===== src/rtl/mem_prefetch_arbiter.sv =====
// mem_prefetch_arbiter
//   Two-port val/rdy arbiter in front of a single prefetch buffer. Only one
//   buffer transaction may be outstanding at a time. The response is routed
//   back to the port that owns the transaction. That owner is latched at
//   grant time; the opaque field of the message plays no part in routing.
//
//   Optional feature: define MEM_PREFETCH_ARB_PERF_EN to add the saturating
//   per-port grant counters grant_cnt0 and grant_cnt1.
//
//   state | meaning
//   IDLE  | nothing outstanding; the arbitration winner sees reqN_rdy=1
//   ISSUE | latched request held on buf_req_* until the buffer takes it
//   WAIT  | buffer response forwarded to the latched owner port only
module mem_prefetch_arbiter #(
    parameter int p_opaque_nbits = 8,
    parameter int req_nbits      = 77,
    parameter int resp_nbits     = 45
) (
    input  logic                  clk,
    input  logic                  reset,

    input  logic                  req0_val,
    output logic                  req0_rdy,
    input  logic [req_nbits-1:0]  req0_msg,
    input  logic                  req0_domain,

    input  logic                  req1_val,
    output logic                  req1_rdy,
    input  logic [req_nbits-1:0]  req1_msg,
    input  logic                  req1_domain,

    output logic                  buf_req_val,
    input  logic                  buf_req_rdy,
    output logic [req_nbits-1:0]  buf_req_msg,
    output logic                  buf_domain,

    input  logic                  buf_resp_val,
    output logic                  buf_resp_rdy,
    input  logic [resp_nbits-1:0] buf_resp_msg,

    output logic                  resp0_val,
    input  logic                  resp0_rdy,
    output logic [resp_nbits-1:0] resp0_msg,

    output logic                  resp1_val,
    input  logic                  resp1_rdy,
    output logic [resp_nbits-1:0] resp1_msg
`ifdef MEM_PREFETCH_ARB_PERF_EN
    ,
    output logic [15:0]           grant_cnt0,
    output logic [15:0]           grant_cnt1
`endif
);

    localparam logic [1:0] st_idle  = 2'd0;
    localparam logic [1:0] st_issue = 2'd1;
    localparam logic [1:0] st_wait  = 2'd2;

    localparam int body_nbits = req_nbits - p_opaque_nbits;

    logic [1:0]                state_q;
    logic                      rr_q;
    logic                      owner_q;
    logic                      domain_q;
    logic [p_opaque_nbits-1:0] opaque_q;
    logic [body_nbits-1:0]     body_q;

    logic                      win;
    logic                      any_val;
    logic                      grant;
    logic                      in_idle;
    logic                      in_issue;
    logic                      in_wait;
    logic                      owner_rdy;
    logic                      resp_hs;
    logic [req_nbits-1:0]      win_msg;
    logic                      win_domain;

    // Arbitration: a lone valid port wins outright; a tie goes to the port
    // named by rr. With nothing valid, the rr port is offered rdy.
    always_comb begin
        any_val = req0_val | req1_val;
        if (req0_val && req1_val) begin
            win = rr_q;
        end else if (req1_val) begin
            win = 1'b1;
        end else if (req0_val) begin
            win = 1'b0;
        end else begin
            win = rr_q;
        end
        win_msg    = win ? req1_msg    : req0_msg;
        win_domain = win ? req1_domain : req0_domain;
    end

    // Handshake outputs are decoded from the state. They are all held low
    // while reset is asserted, whatever state the register still holds.
    always_comb begin
        in_idle   = (state_q == st_idle)  && !reset;
        in_issue  = (state_q == st_issue) && !reset;
        in_wait   = (state_q == st_wait)  && !reset;
        grant     = in_idle && any_val;
        owner_rdy = owner_q ? resp1_rdy : resp0_rdy;

        req0_rdy     = in_idle && !win;
        req1_rdy     = in_idle &&  win;

        buf_req_val  = in_issue;
        buf_req_msg  = {opaque_q, body_q};
        buf_domain   = (in_issue || in_wait) ? domain_q : 1'b0;

        buf_resp_rdy = in_wait && owner_rdy;
        resp0_val    = in_wait && !owner_q && buf_resp_val;
        resp1_val    = in_wait &&  owner_q && buf_resp_val;
        resp0_msg    = buf_resp_msg;
        resp1_msg    = buf_resp_msg;

        resp_hs      = buf_resp_val && buf_resp_rdy;
    end

    // Transaction sequencing, plus latching of the granted request context.
    always_ff @(posedge clk) begin
        if (reset) begin
            state_q  <= st_idle;
            rr_q     <= 1'b0;
            owner_q  <= 1'b0;
            domain_q <= 1'b0;
            opaque_q <= '0;
            body_q   <= '0;
        end else begin
            case (state_q)
                st_idle: begin
                    if (grant) begin
                        opaque_q <= win_msg[req_nbits-1 -: p_opaque_nbits];
                        body_q   <= win_msg[body_nbits-1:0];
                        domain_q <= win_domain;
                        owner_q  <= win;
                        rr_q     <= ~win;
                        state_q  <= st_issue;
                    end
                end
                st_issue: begin
                    if (buf_req_rdy) begin
                        state_q <= st_wait;
                    end
                end
                st_wait: begin
                    if (resp_hs) begin
                        state_q <= st_idle;
                    end
                end
                default: begin
                    state_q <= st_idle;
                end
            endcase
        end
    end

`ifdef MEM_PREFETCH_ARB_PERF_EN
    logic [15:0] cnt0_q;
    logic [15:0] cnt1_q;

    // Per-port grant counters that stick at all-ones instead of wrapping.
    always_ff @(posedge clk) begin
        if (reset) begin
            cnt0_q <= 16'd0;
            cnt1_q <= 16'd0;
        end else if (grant) begin
            if (!win && (cnt0_q != 16'hffff)) begin
                cnt0_q <= cnt0_q + 16'd1;
            end
            if (win && (cnt1_q != 16'hffff)) begin
                cnt1_q <= cnt1_q + 16'd1;
            end
        end
    end

    assign grant_cnt0 = cnt0_q;
    assign grant_cnt1 = cnt1_q;
`endif

endmodule


===== config.mk =====
export PLATFORM = sky130hd
export DESIGN_NAME = mem_prefetch_arbiter
export DESIGN_NICKNAME = d
export VERILOG_FILES = /design/src/rtl/mem_prefetch_arbiter.sv
export SDC_FILE = /design/constraint.sdc
export NUM_CORES = 1
export LEC_CHECK = 0
export ABC_AREA = 1
export CORE_AREA = 2 2 148 150
export DETAILED_ROUTE_END_ITERATION = 16
export DIE_AREA = 0 0 150 152
export PLACE_DENSITY = 0.56
export SYNTH_ARGS = -nofsm -noshare
export SYNTH_HDL_FRONTEND = slang
export SYNTH_SLANG_ARGS = --single-unit

===== constraint.sdc =====
create_clock -name clk -period 2.3 [get_ports clk]
set_clock_uncertainty 0.2 [all_clocks]
set_input_delay 0.46 -clock clk [delete_from_list [all_inputs] [get_ports clk]]
set_output_delay 0.46 -clock clk [all_outputs]
set_load 0.01 [all_outputs]

Word-level counts from Yosys, hierarchy flattened
Cells that the tools add are included.
{ "word_totals": {"register_bits": 82, "in_bits": 209, "output_inout_bits": 174, "word_cells": 44} }
{ "classes": {"eq_ne": 5, "muxes": 11, "bitwise_logic": 2, "n_reduce_logical": 20} }
{ "ops": {"columns": ["operator", "n"], "rows": [
  ["$mux W77", 1],
  ["$logic_and A1 B1 Y1", 13],
  ["$mux W1", 6],
  ["$mux W2", 3],
  ["$ne A2 B2 Y1 const B", 3],
  ["$pmux W2 S3", 1],
  ["$logic_not A1 Y1", 3],
  ["$reduce_and A3 Y1", 1],
  ["$eq A2 B1 Y1 const B", 1],
  ["$eq A2 B2 Y1 const B", 1],
  ["$logic_not A2 Y1", 1],
  ["$reduce_and A2 Y1", 1],
  ["$logic_or A1 B1 Y1", 1],
  ["$not A1 Y1", 1],
  ["$or A1 B1 Y1", 1]
]} }

Depth between registers and ports, before layout
Gate-level depths: netlist (run 1).
{ "depth": {"ltp_word": 6, "mapped_depth": 9, "depth_no_buf": 7} }

Least setup slack after synthesis (run 1)
No wires, ideal clock.
{ "synth_path": {"path_kind": "in2out", "startpoint": "input port req1_val", "endpoint": "output port req0_rdy", "t_arrival_ns": 1.157, "slack_ns": 0.483, "cell_stages": 5, "cell_sequence": "inv_1 -> nand2_2 -> buf_4 -> buf_2 -> a21oi_1"} }
{ "synth_via": {"elab_chain_len": 4, "elab_cells_between_ends": 5} }
{ "synth_lines": {"columns": ["item", "line", "text"], "rows": [
  ["start, declared", "27", "input logic req1_val,"],
  ["$mux W1 / $logic_and A1 B1 Y1 (equally long branches)", "85, 83", null],
  ["$mux W1 (*)", "83", "if (req0_val && req1_val) begin"],
  ["$logic_not A1 Y1 (*)", "105", "req0_rdy = in_idle && !win;"],
  ["$logic_and A1 B1 Y1 (*)", "105", null],
  ["end, declared", "23", "output logic req0_rdy,"]
]} }
Every way passes the cells marked *; elsewhere a longest branch is shown, timed or not.

Worst setup path after layout (run 1)
{ "layout_path": {"startpoint": "input port req1_val", "endpoint": "output port req1_rdy"} }
{ "layout_via": {"elab_chain_len": 3, "elab_cells_between_ends": 4} }
{ "layout_lines": {"columns": ["item", "line", "text"], "rows": [
  ["$mux W1 / $logic_and A1 B1 Y1 (equally long branches)", "85, 83", null],
  ["$mux W1 (*)", "83", null],
  ["$logic_and A1 B1 Y1 (*)", "106", "req1_rdy = in_idle && win;"],
  ["end, declared", "28", "output logic req1_rdy,"]
]} }
Marks and branches as above.

==> metrics.csv, run 1 <==
metric,value,unit
Crit Path Max Fanout,4,
R2R setup slack,0.60,ns
largest net degree at the start of global routing,77,
initial core utilization,22.1,%
Final Hold Fails,0,
Total GRT Usage,14.4,%
Final Slew Violations,0,
"Net Count, Synth",937,
hold slack,0.238,ns
slew of the pin with the lowest slew margin,0.869,ns
Routed WL,16.8,mm
CP startpoint kind,input port,
"FF+latch count, synth",82,
first-pass GRT wire length,25.6,mm
Ant. Diodes,0,
fin crit share,95.5,%
final worst slack,0.103,ns
switching part of the total,28.2,%
CTS tree,done,
Critical Path AT,1.54,ns
residual DRC count,0,
Clock Sink Count,82,
worst r2r path cells,9,
vias in the first global route,4801,
Syn. warnings,0,
Finish-stage setup viols,0,
Starting DRT DRC Count,197,
power per cell area,602,mW/mm^2
Antenna Nets Post-Route,0,
NetSw,1.22,mW
Slowest cell on crit path,clkdlybuf4s50_1,
Worst R2R End,body_q[18],
Gate power share,27.5,%
"Avg Cell Area, Syn",6.48,sq um
vias per cell,4.26,
Core Area,0.0214,sq mm
# IOs,383,
I/O Buffers,247,
sequential share of the synthesized area,34.8,%
dpl ws,-0.178,ns
drt first pass iters,4,
hold path cells,3,
Worst setup EP type,primary output,
peak supply drop,0.302,mV
"most common cell after layout, fill and taps aside",nand2_1,
hold endpoint,body_q[35],
post-DR wirelength/cell,14.5,um
fraction of layout cells with a size suffix above 1,5.47,%
R2R Path Start,rr_q,
most frequent cells in the layout,"319 x nand2_1, 239 x clkdlybuf4s50_1, 83 x a21oi_1",
Yosys cell types,18,
Hold Crit Start,reset,
Die ar.,0.0228,sq mm
max_cap viols,0,
Pleak,2.95,nW
cell family with the largest share of critical-path delay,buffers and inverters,
vias post-DR,4931,
Flop pwr share,36.7,%
status,"complete, no violations",
Worst Hold Class,input port to register,
die width,150,um
grt total ovfl,0,
worst skew pair latency,0.34,ns
TNS Setup,0,ns
f_max,0.455,GHz
proportion of power drawn by the clock network,35.8,%
P_int,3.10,mW
"most used cell, CP",nand2_4,
final core occ,33.6,%
cell count after synthesis,728,
crit-path cells,clkdlybuf4s50_1 -> nand2_1 -> nand2_4 -> nand2_4 -> nor2_1 -> dlygate4sd2_1,
chip height,152,um
cts bufs inserted,9,
Rows,54,
H-tree levels,3,
Post-CTS Repair Setup Buffers,0,
initial antenna violation count,0,
Clock Path Buffers,2,
unrepaired setup endpoints after global routing,no,
worst stage delay on the critical path,0.50,ns
CP Class,input port to primary output,
Netlist Area Pre-Place,0.00472,sq mm
# hold bufs at CTS,0,
clk slew on worst S/H paths,0.06,ns
GPL Wtd Cong,0.794,
synthesis-to-finish area growth,52.0,%
CTS root buf,clkbuf_16,
min cycle time layout,2.20,ns
Post-DP HPWL,12.1,mm
Max-slew headroom,42.1,%
WP buf/inv,2,
final net count,1082,
"Req. time, crit path",1.64,ns
per-layer routing:
| metal | GRT usage, % | share of wire [%] | vias up | wire (um) |
|---|---|---|---|---|
| met1 | 15.6 | 39 | 2172 | 6610 |
| met5 | 0 | 0 | - | 0 |
| li1 | - | - | 2508 | - |
| met4 | 7.46 | 3.9 | 0 | 653 |
| met2 | 24.9 | 48 | 193 | 8020 |
| met3 | 4.86 | 9.1 | 58 | 1530 |
cells by family after synthesis:
| family | synth area share [%] |
|---|---|
| AOI/OAI and AO/OA | 9.13 |
| buffers and inverters | 20.6 |
| DFF | 34.8 |
| and+or+nand+nor | 35.4 |
state kept, by name, indices dropped and copies added, names as in the netlist:
name,cells
state_q,2
owner_q,1
body_q,69
opaque_q,8
rr_q,1
domain_q,1
through the flow:
| stage | power [mW] | std cells | cell area (sq um) |
|---|---|---|---|
| 2_1_floorplan | 2.31 | 728 | 4720 |
| 3_3_place_gp | 2.83 | 1142 | 6870 |
| 3_5_place_dp | 2.83 | 1142 | 6870 |
| 4_1_cts | 4.40 | 1157 | 7170 |
| 5_1_grt | 4.59 | 1157 | 7170 |
| 6_report | 4.32 | 1157 | 7170 |
layout make-up:
cell class / instances / area (sq um)
timing repair buffer: 273 / 2710
clock buffer: 10 / 229
clock inverter: 5 / 80.1
fill: 2362 / 14200
multi-input combinational: 496 / 2120
sequential: 82 / 1640
inverter: 11 / 41.3
tap: 280 / 350
synth_stat cells, drive strengths merged:
master | number | area [sq um]
buf | 123 | 871
nor3 | 3 | 15.0
nand3 | 80 | 413
nor2 | 6 | 30.0
dfxtp | 82 | 1640
nand2 | 322 | 1210
inv | 11 | 41.3
o21bai | 1 | 7.51
a21oi | 83 | 415
a21boi | 1 | 7.51
clkbuf | 16 | 60.1
worst max-delay path by stage:
stage,start,end,cells after the start
detailed placement,req1_val,req1_rdy,6
global route,state_q[1],resp1_val,6
finish,req1_val,req1_rdy,6
floorplan,req1_val,req0_rdy,5
CTS,req1_val,req1_rdy,6
global placement,req1_val,req1_rdy,6
power groups by stage:
stage	Combinational, mW	Clock [mW]	Sequential [mW]
6_report	1.19	1.54	1.59
5_1_grt	1.31	1.68	1.60
4_1_cts	1.21	1.61	1.59
3_5_place_dp	1.21	0	1.62
3_3_place_gp	1.21	0	1.61
2_1_floorplan	0.653	0	1.66
timing repair:
| action | 4_1_cts | 5_1_grt |
|---|---|---|
| endpoints found under the hold margin | 0 | 0 |
| endpoints found under the setup margin | 7 | 0 |
| gates resized for setup | 7 | 0 |
worst min-delay path: cells and delay by family:
family | cells | cell delay, ns
AO/OA/AOI/OAI | 1 | 0.03
buffers and inverters | 2 | 0.24
No activity file was read; power rests on OpenSTA's default activity.
==> run 2: changes to the inputs <==
--- a/config.mk
+++ b/config.mk
@@ -9,6 +9,7 @@
 export CORE_AREA = 2 2 148 150
 export DETAILED_ROUTE_END_ITERATION = 16
 export DIE_AREA = 0 0 150 152
+export MAX_ROUTING_LAYER = met4
 export PLACE_DENSITY = 0.56
 export SYNTH_ARGS = -nofsm -noshare
 export SYNTH_HDL_FRONTEND = slang
==> run 2 against run 1 <==
  * Setup slack improved by 0.0015 ns
  * Sequential power barely moved
  * Final cell count did not move
  * Critical path type unchanged
  * Utilization did not move
  * Die area did not move
==> metrics.csv, run 2 (synthesis results as in run 1) <==
metric,value,unit,change
status,"complete, no violations",,
met3 GRT Util,4.29,%,-0.57 points
Finish-stage setup viols,0,,unchanged
final core occ,33.6,%,unchanged
largest net degree at the start of global routing,77,,unchanged
Antenna Nets Post-Route,0,,unchanged
Final Slew Violations,0,,unchanged
Die ar.,0.0228,sq mm,unchanged
Clock Path Buffers,2,,unchanged
met1 usage,15.8,%,+0.22 points
post-DR wirelength/cell,14.5,um,-0.27%
peak supply drop,0.301,mV,-0.40%
grt total ovfl,0,,unchanged
Crit Path Max Fanout,4,,unchanged
TNS Setup,0,ns,unchanged
Ant. Diodes,0,,unchanged
clk slew on worst S/H paths,0.06,ns,about the same
crit-path cells,clkdlybuf4s50_1 -> nand2_1 -> nand2_4 -> nand2_4 -> nor2_1 -> dlygate4sd2_1,,
Worst Hold Class,input port to register,,
Rows,54,,unchanged
Final Hold Fails,0,,unchanged
max_cap viols,0,,unchanged
GRT busiest layer,met2,,
"most used cell, CP",nand2_4,,
Post-DP HPWL,12.1,mm,unchanged
worst skew pair latency,0.34,ns,about the same
Critical Path AT,1.54,ns,about the same
total power,4.32,mW,about the same
Total GRT Usage,14.9,%,+0.42 points
residual DRC count,0,,unchanged
initial core utilization,22.1,%,unchanged
Max-slew headroom,41.9,%,-0.15 points
most frequent cells in the layout,"319 x nand2_1, 239 x clkdlybuf4s50_1, 83 x a21oi_1",,
cts bufs inserted,9,,unchanged
Worst setup EP type,primary output,,
Core Area,0.0214,sq mm,unchanged
# hold bufs at CTS,0,,unchanged
Slowest cell on crit path,clkdlybuf4s50_1,,
fin crit share,95.4,%,about the same
Pleak,2.95,nW,unchanged
unrepaired setup endpoints after global routing,no,,
worst stage delay on the critical path,0.50,ns,about the same
FF+latch area,0.00164,sq mm,unchanged
top flop regs,"body_q (69), opaque_q (8), state_q (2)",,
vias post-DR,4917,,-0.28%
Filler cells,2362,,unchanged
vias per cell,4.25,,-0.28%
vias in the first global route,4825,,+0.50%
first-pass GRT wire length,25.6,mm,-0.24%
Routed WL,16.8,mm,-0.27%
largest register by flop count,body_q,,
initial antenna violation count,0,,unchanged
CTS tree,done,,
CP Class,input port to primary output,,
f_max,0.456,GHz,about the same
drt first pass iters,4,,unchanged
GPL Wtd Cong,0.805,,+1.4%
CP startpoint kind,input port,,
slew of the pin with the lowest slew margin,0.871,ns,+0.00229 ns
synthesis-to-finish area growth,52.0,%,unchanged
power per cell area,603,mW/mm^2,about the same
final net count,1082,,unchanged
CTS root buf,clkbuf_16,,
Largest register FFs,69,,unchanged
H-tree levels,3,,unchanged
Starting DRT DRC Count,187,,-5.1%
I/O Buffers,247,,unchanged
fraction of layout cells with a size suffix above 1,5.47,%,unchanged
grt met2 use,25.0,%,+0.11 points
Clock Sink Count,82,,unchanged
"most common cell after layout, fill and taps aside",nand2_1,,
die width,150,um,unchanged
area of the multi-input gates,0.00212,sq mm,unchanged
chip height,152,um,unchanged
# IOs,383,,unchanged
min cycle time layout,2.20,ns,-0.00151 ns
"Req. time, crit path",1.64,ns,about the same
==> run 2: cell counts in the layout (fill, tap and decap cells not counted) <==
No cell type changed its count.
==> run 2: final timing paths <==
check,start,endpoint,slack [ns],cells after the start
setup / recovery,req1_val,req1_rdy,0.10,6
hold / removal,reset,body_q[35],0.24,3
setup reg to reg,rr_q,body_q[11],0.60,8
hold reg to reg,body_q[20],body_q[20],0.26,2
==> run 2: what timing repair did <==
action                                  4_1_cts  5_1_grt
resized for setup                             7        0
endpoints found under the setup margin        7        0
setup buffers                                 0        0
hold endpoints to repair                      0        0
==> run 2: area by class of cell <==
class | count | area share, %
Inverter | 11 | 0.576
Tap cell | 280 | 4.89
Clock inverter | 5 | 1.12
Sequential cell | 82 | 22.9
Multi-Input combinational cell | 496 | 29.6
Clock buffer | 10 | 3.19
Timing Repair Buffer | 273 | 37.8
==> run 2: through the flow <==
stage / cells / hold WS, ns / worst slack, ns / area [sq um]
final: 1157 / 0.241 / 0.105 / 7170
after global routing: 1157 / 0.258 / 0.00463 / 7170
after CTS: 1157 / 0.244 / 0.0957 / 7170
after detailed placement: 1142 / 0.255 / -0.178 / 6870
after global placement: 1142 / 0.251 / -0.168 / 6870
after floorplan: 728 / 0.241 / 0.483 / 4720
==> run 2: routing by layer <==
layer | vias up | wire [um] | part of all wire, %
met5 | - | 0 | 0
met4 | 0 | 646 | 3.9
met3 | 61 | 1490 | 8.9
met2 | 201 | 8040 | 48
met1 | 2146 | 6580 | 39
li1 | 2509 | - | -
==> run 2: critical path: cells and delay by family <==
kind	cells	cell delay, ns
buffers and inverters	2	0.77
and+or+nand+nor	4	0.31
==> run 2: where the power goes <==
| group | total [mW] | switching, mW | internal, mW | leakage, nW |
|---|---|---|---|---|
| registers | 1.59 | 0.0557 | 1.53 | 0.670 |
| clock network | 1.55 | 0.603 | 0.944 | 0.145 |
| logic | 1.19 | 0.563 | 0.625 | 2.13 |
==> run 3: changes to the inputs <==
--- a/config.mk
+++ b/config.mk
@@ -6,11 +6,11 @@
 export NUM_CORES = 1
 export LEC_CHECK = 0
 export ABC_AREA = 1
-export CORE_AREA = 2 2 148 150
+export CORE_AREA = 2 2 151 153
 export DETAILED_ROUTE_END_ITERATION = 16
-export DIE_AREA = 0 0 150 152
+export DIE_AREA = 0 0 153 155
 export MAX_ROUTING_LAYER = met4
-export PLACE_DENSITY = 0.56
+export PLACE_DENSITY = 0.54
 export SYNTH_ARGS = -nofsm -noshare
 export SYNTH_HDL_FRONTEND = slang
 export SYNTH_SLANG_ARGS = --single-unit
==> constraint.sdc (replaced) <==
create_clock -name clk -period 2.48 [get_ports clk]
set_clock_uncertainty 0.2 [all_clocks]
set_input_delay 0.496 -clock clk [delete_from_list [all_inputs] [get_ports clk]]
set_output_delay 0.496 -clock clk [all_outputs]
set_load 0.01 [all_outputs]
==> run 3 against run 2 <==
  * Register-to-register slack gained 0.13 ns
  * Utilization down 1.8 points
  * Die area grew 4.0%
  * Critical path type unchanged
  * Worst hold slack improved by 0.023 ns
  * Design area decreased by 1.6%
  * Largest power group unchanged
  * Combinational power is 10% lower
  * Wire length fell by 4.0%
  * Clock-buffer cell count shrank 1
  * Largest cell class unchanged
  * Critical endpoint is now buf_resp_rdy
==> metrics.csv, run 3 (synthesis results as in run 1) <==
metric,value,unit,change
"most used cell, CP",clkdlybuf4s50_1,,
Final Slew Violations,0,,unchanged
worst skew pair latency,0.34,ns,about the same
f_max,0.417,GHz,
Clock Path Buffers,2,,unchanged
initial core utilization,21.2,%,-0.87 points
cts bufs inserted,9,,unchanged
Largest register FFs,69,,unchanged
worst stage delay on the critical path,0.55,ns,+0.05 ns
Finish-stage setup viols,0,,unchanged
unrepaired setup endpoints after global routing,no,,
# hold bufs at CTS,0,,unchanged
initial antenna violation count,0,,unchanged
cell family with the largest share of critical-path delay,buffers and inverters,,
chip height,155,um,+2.0%
R2R setup slack,0.73,ns,+0.13 ns
synthesis-to-finish area growth,49.6,%,
# IOs,383,,unchanged
"Req. time, crit path",1.78,ns,+0.14 ns
vias per cell,4.18,,-1.5%
Total GRT Usage,13.7,%,-1.2 points
hold endpoint,body_q[13],,
I/O Buffers,247,,unchanged
Starting DRT DRC Count,215,,+15%
post-DR wirelength/cell,14.0,um,-3.3%
WP buf/inv,2,,unchanged
worst r2r path cells,9,,+1
hold path cells,2,,-1
Routed WL,16.1,mm,-4.0%
die width,153,um,+2.0%
max_cap viols,0,,unchanged
Antenna Nets Post-Route,0,,unchanged
crit-path cells,clkdlybuf4s50_1 -> nand2_1 -> a21oi_1 -> clkdlybuf4s50_1,,
CP startpoint kind,input port,,
Ant. Diodes,0,,unchanged
CTS root buf,clkbuf_16,,
Max-slew headroom,54.1,%,+12 points
Worst R2R End,body_q[1],,
Post-DP HPWL,11.4,mm,-5.9%
min cycle time layout,2.40,ns,
Die ar.,0.0237,sq mm,+4.0%
largest register by flop count,body_q,,
Rows,55,,+1.9%
status,"complete, no violations",,
Final Hold Fails,0,,unchanged
top flop regs,"body_q (69), opaque_q (8), state_q (2)",,
Core Area,0.0222,sq mm,+4.1%
Crit Path Max Fanout,2,,-2
Slowest cell on crit path,clkdlybuf4s50_1,,
"most common cell after layout, fill and taps aside",nand2_1,,
Worst Hold Class,register to register,,
final core occ,31.7,%,-1.8 points
GPL Wtd Cong,0.789,,-1.9%
Worst setup EP type,primary output,,
vias post-DR,4808,,-2.2%
fin crit share,96.7,%,
clk slew on worst S/H paths,0.07,ns,about the same
fraction of layout cells with a size suffix above 1,4.17,%,-1.3 points
power per cell area,559,mW/mm^2,-7.2%
first-pass GRT wire length,25.1,mm,-1.8%
most frequent cells in the layout,"319 x nand2_1, 241 x clkdlybuf4s50_1, 83 x a21oi_1",,
CTS resizes,5,,-2
drt first pass iters,4,,unchanged
Clock Sink Count,82,,unchanged
vias in the first global route,4717,,-2.2%
Hold Crit Start,body_q[13],,
largest net degree at the start of global routing,79,,+2.6%
Pleak,2.87,nW,-2.5%
residual DRC count,0,,unchanged
peak supply drop,0.365,mV,+21%
final net count,1068,,-1.3%
R2R Path Start,rr_q,,
Critical Path AT,1.70,ns,+0.16 ns
Filler cells,2457,,+4.0%
grt total ovfl,0,,unchanged
H-tree levels,3,,unchanged
hold slack,0.264,ns,+0.0226 ns
Post-CTS Repair Setup Buffers,0,,unchanged
slew of the pin with the lowest slew margin,0.688,ns,-0.183 ns
CP Class,input port to primary output,,
CTS tree,done,,
run 3: cell types whose count changed in the layout (fill, tap and decap cells not counted), sizes merged:
cell	change
buf	-14
inv	+4
clkdlybuf4s50	+2
dlygate4sd2	-2
bufinv	-1
clkbuf	-1
clkinvlp	-1
run 3: stage by stage:
stage | setup TNS [ns] | cells | total power [mW] | area [sq um] | setup WS, ns
floorplan | 0 | 728 | 2.14 | 4720 | 0.591
global placement | -0.126 | 1133 | 2.58 | 6760 | -0.0740
detailed placement | -0.177 | 1133 | 2.59 | 6760 | -0.0946
CTS | 0 | 1149 | 4.05 | 7060 | 0.0587
global route | 0 | 1149 | 4.21 | 7060 | 0.00417
finish | 0 | 1149 | 3.95 | 7060 | 0.0816
run 3: final cells by class:
class | count | area (sq um) | area share (%)
Sequential cell | 82 | 1640 | 23.3
Tap cell | 285 | 357 | 5.05
Timing Repair Buffer | 259 | 2590 | 36.7
Multi-Input combinational cell | 496 | 2120 | 30.0
Inverter | 11 | 41.3 | 0.585
Clock inverter | 7 | 81.3 | 1.15
Clock buffer | 9 | 225 | 3.19
run 3: power breakdown:
| group | internal, mW | switching, mW | total, mW |
|---|---|---|---|
| clock | 0.798 | 0.615 | 1.41 |
| combinational | 0.555 | 0.511 | 1.07 |
| sequential | 1.42 | 0.0514 | 1.47 |
run 3: per-layer routing:
metal	share of wire [%]	routed length, um	global-route usage, %	up-vias
met1	41	6540	14.6	2094
met2	48	7800	23.3	190
met4	3.6	578	6.61	0
li1	-	-	-	2473
met3	7.3	1180	4.32	51
met5	0	0	-	-
run 3: worst max path at each step:
| stage | start | end | slack [ns] | cells after the start |
|---|---|---|---|---|
| after floorplan | req1_val | req0_rdy | 0.59 | 5 |
| after global placement | req1_val | req1_rdy | -0.07 | 6 |
| after detailed placement | req1_val | req1_rdy | -0.09 | 6 |
| after CTS | state_q[1] | buf_resp_rdy | 0.06 | 5 |
| after global routing | state_q[1] | buf_resp_rdy | 0.004 | 5 |
| final | resp1_rdy | buf_resp_rdy | 0.08 | 4 |
run 3: tightest hold or removal path, stage by stage, from the launching register on:
cell and delay (ns):
dfxtp_1 0.31, nand2_1 0.06, a21oi_1 0.05
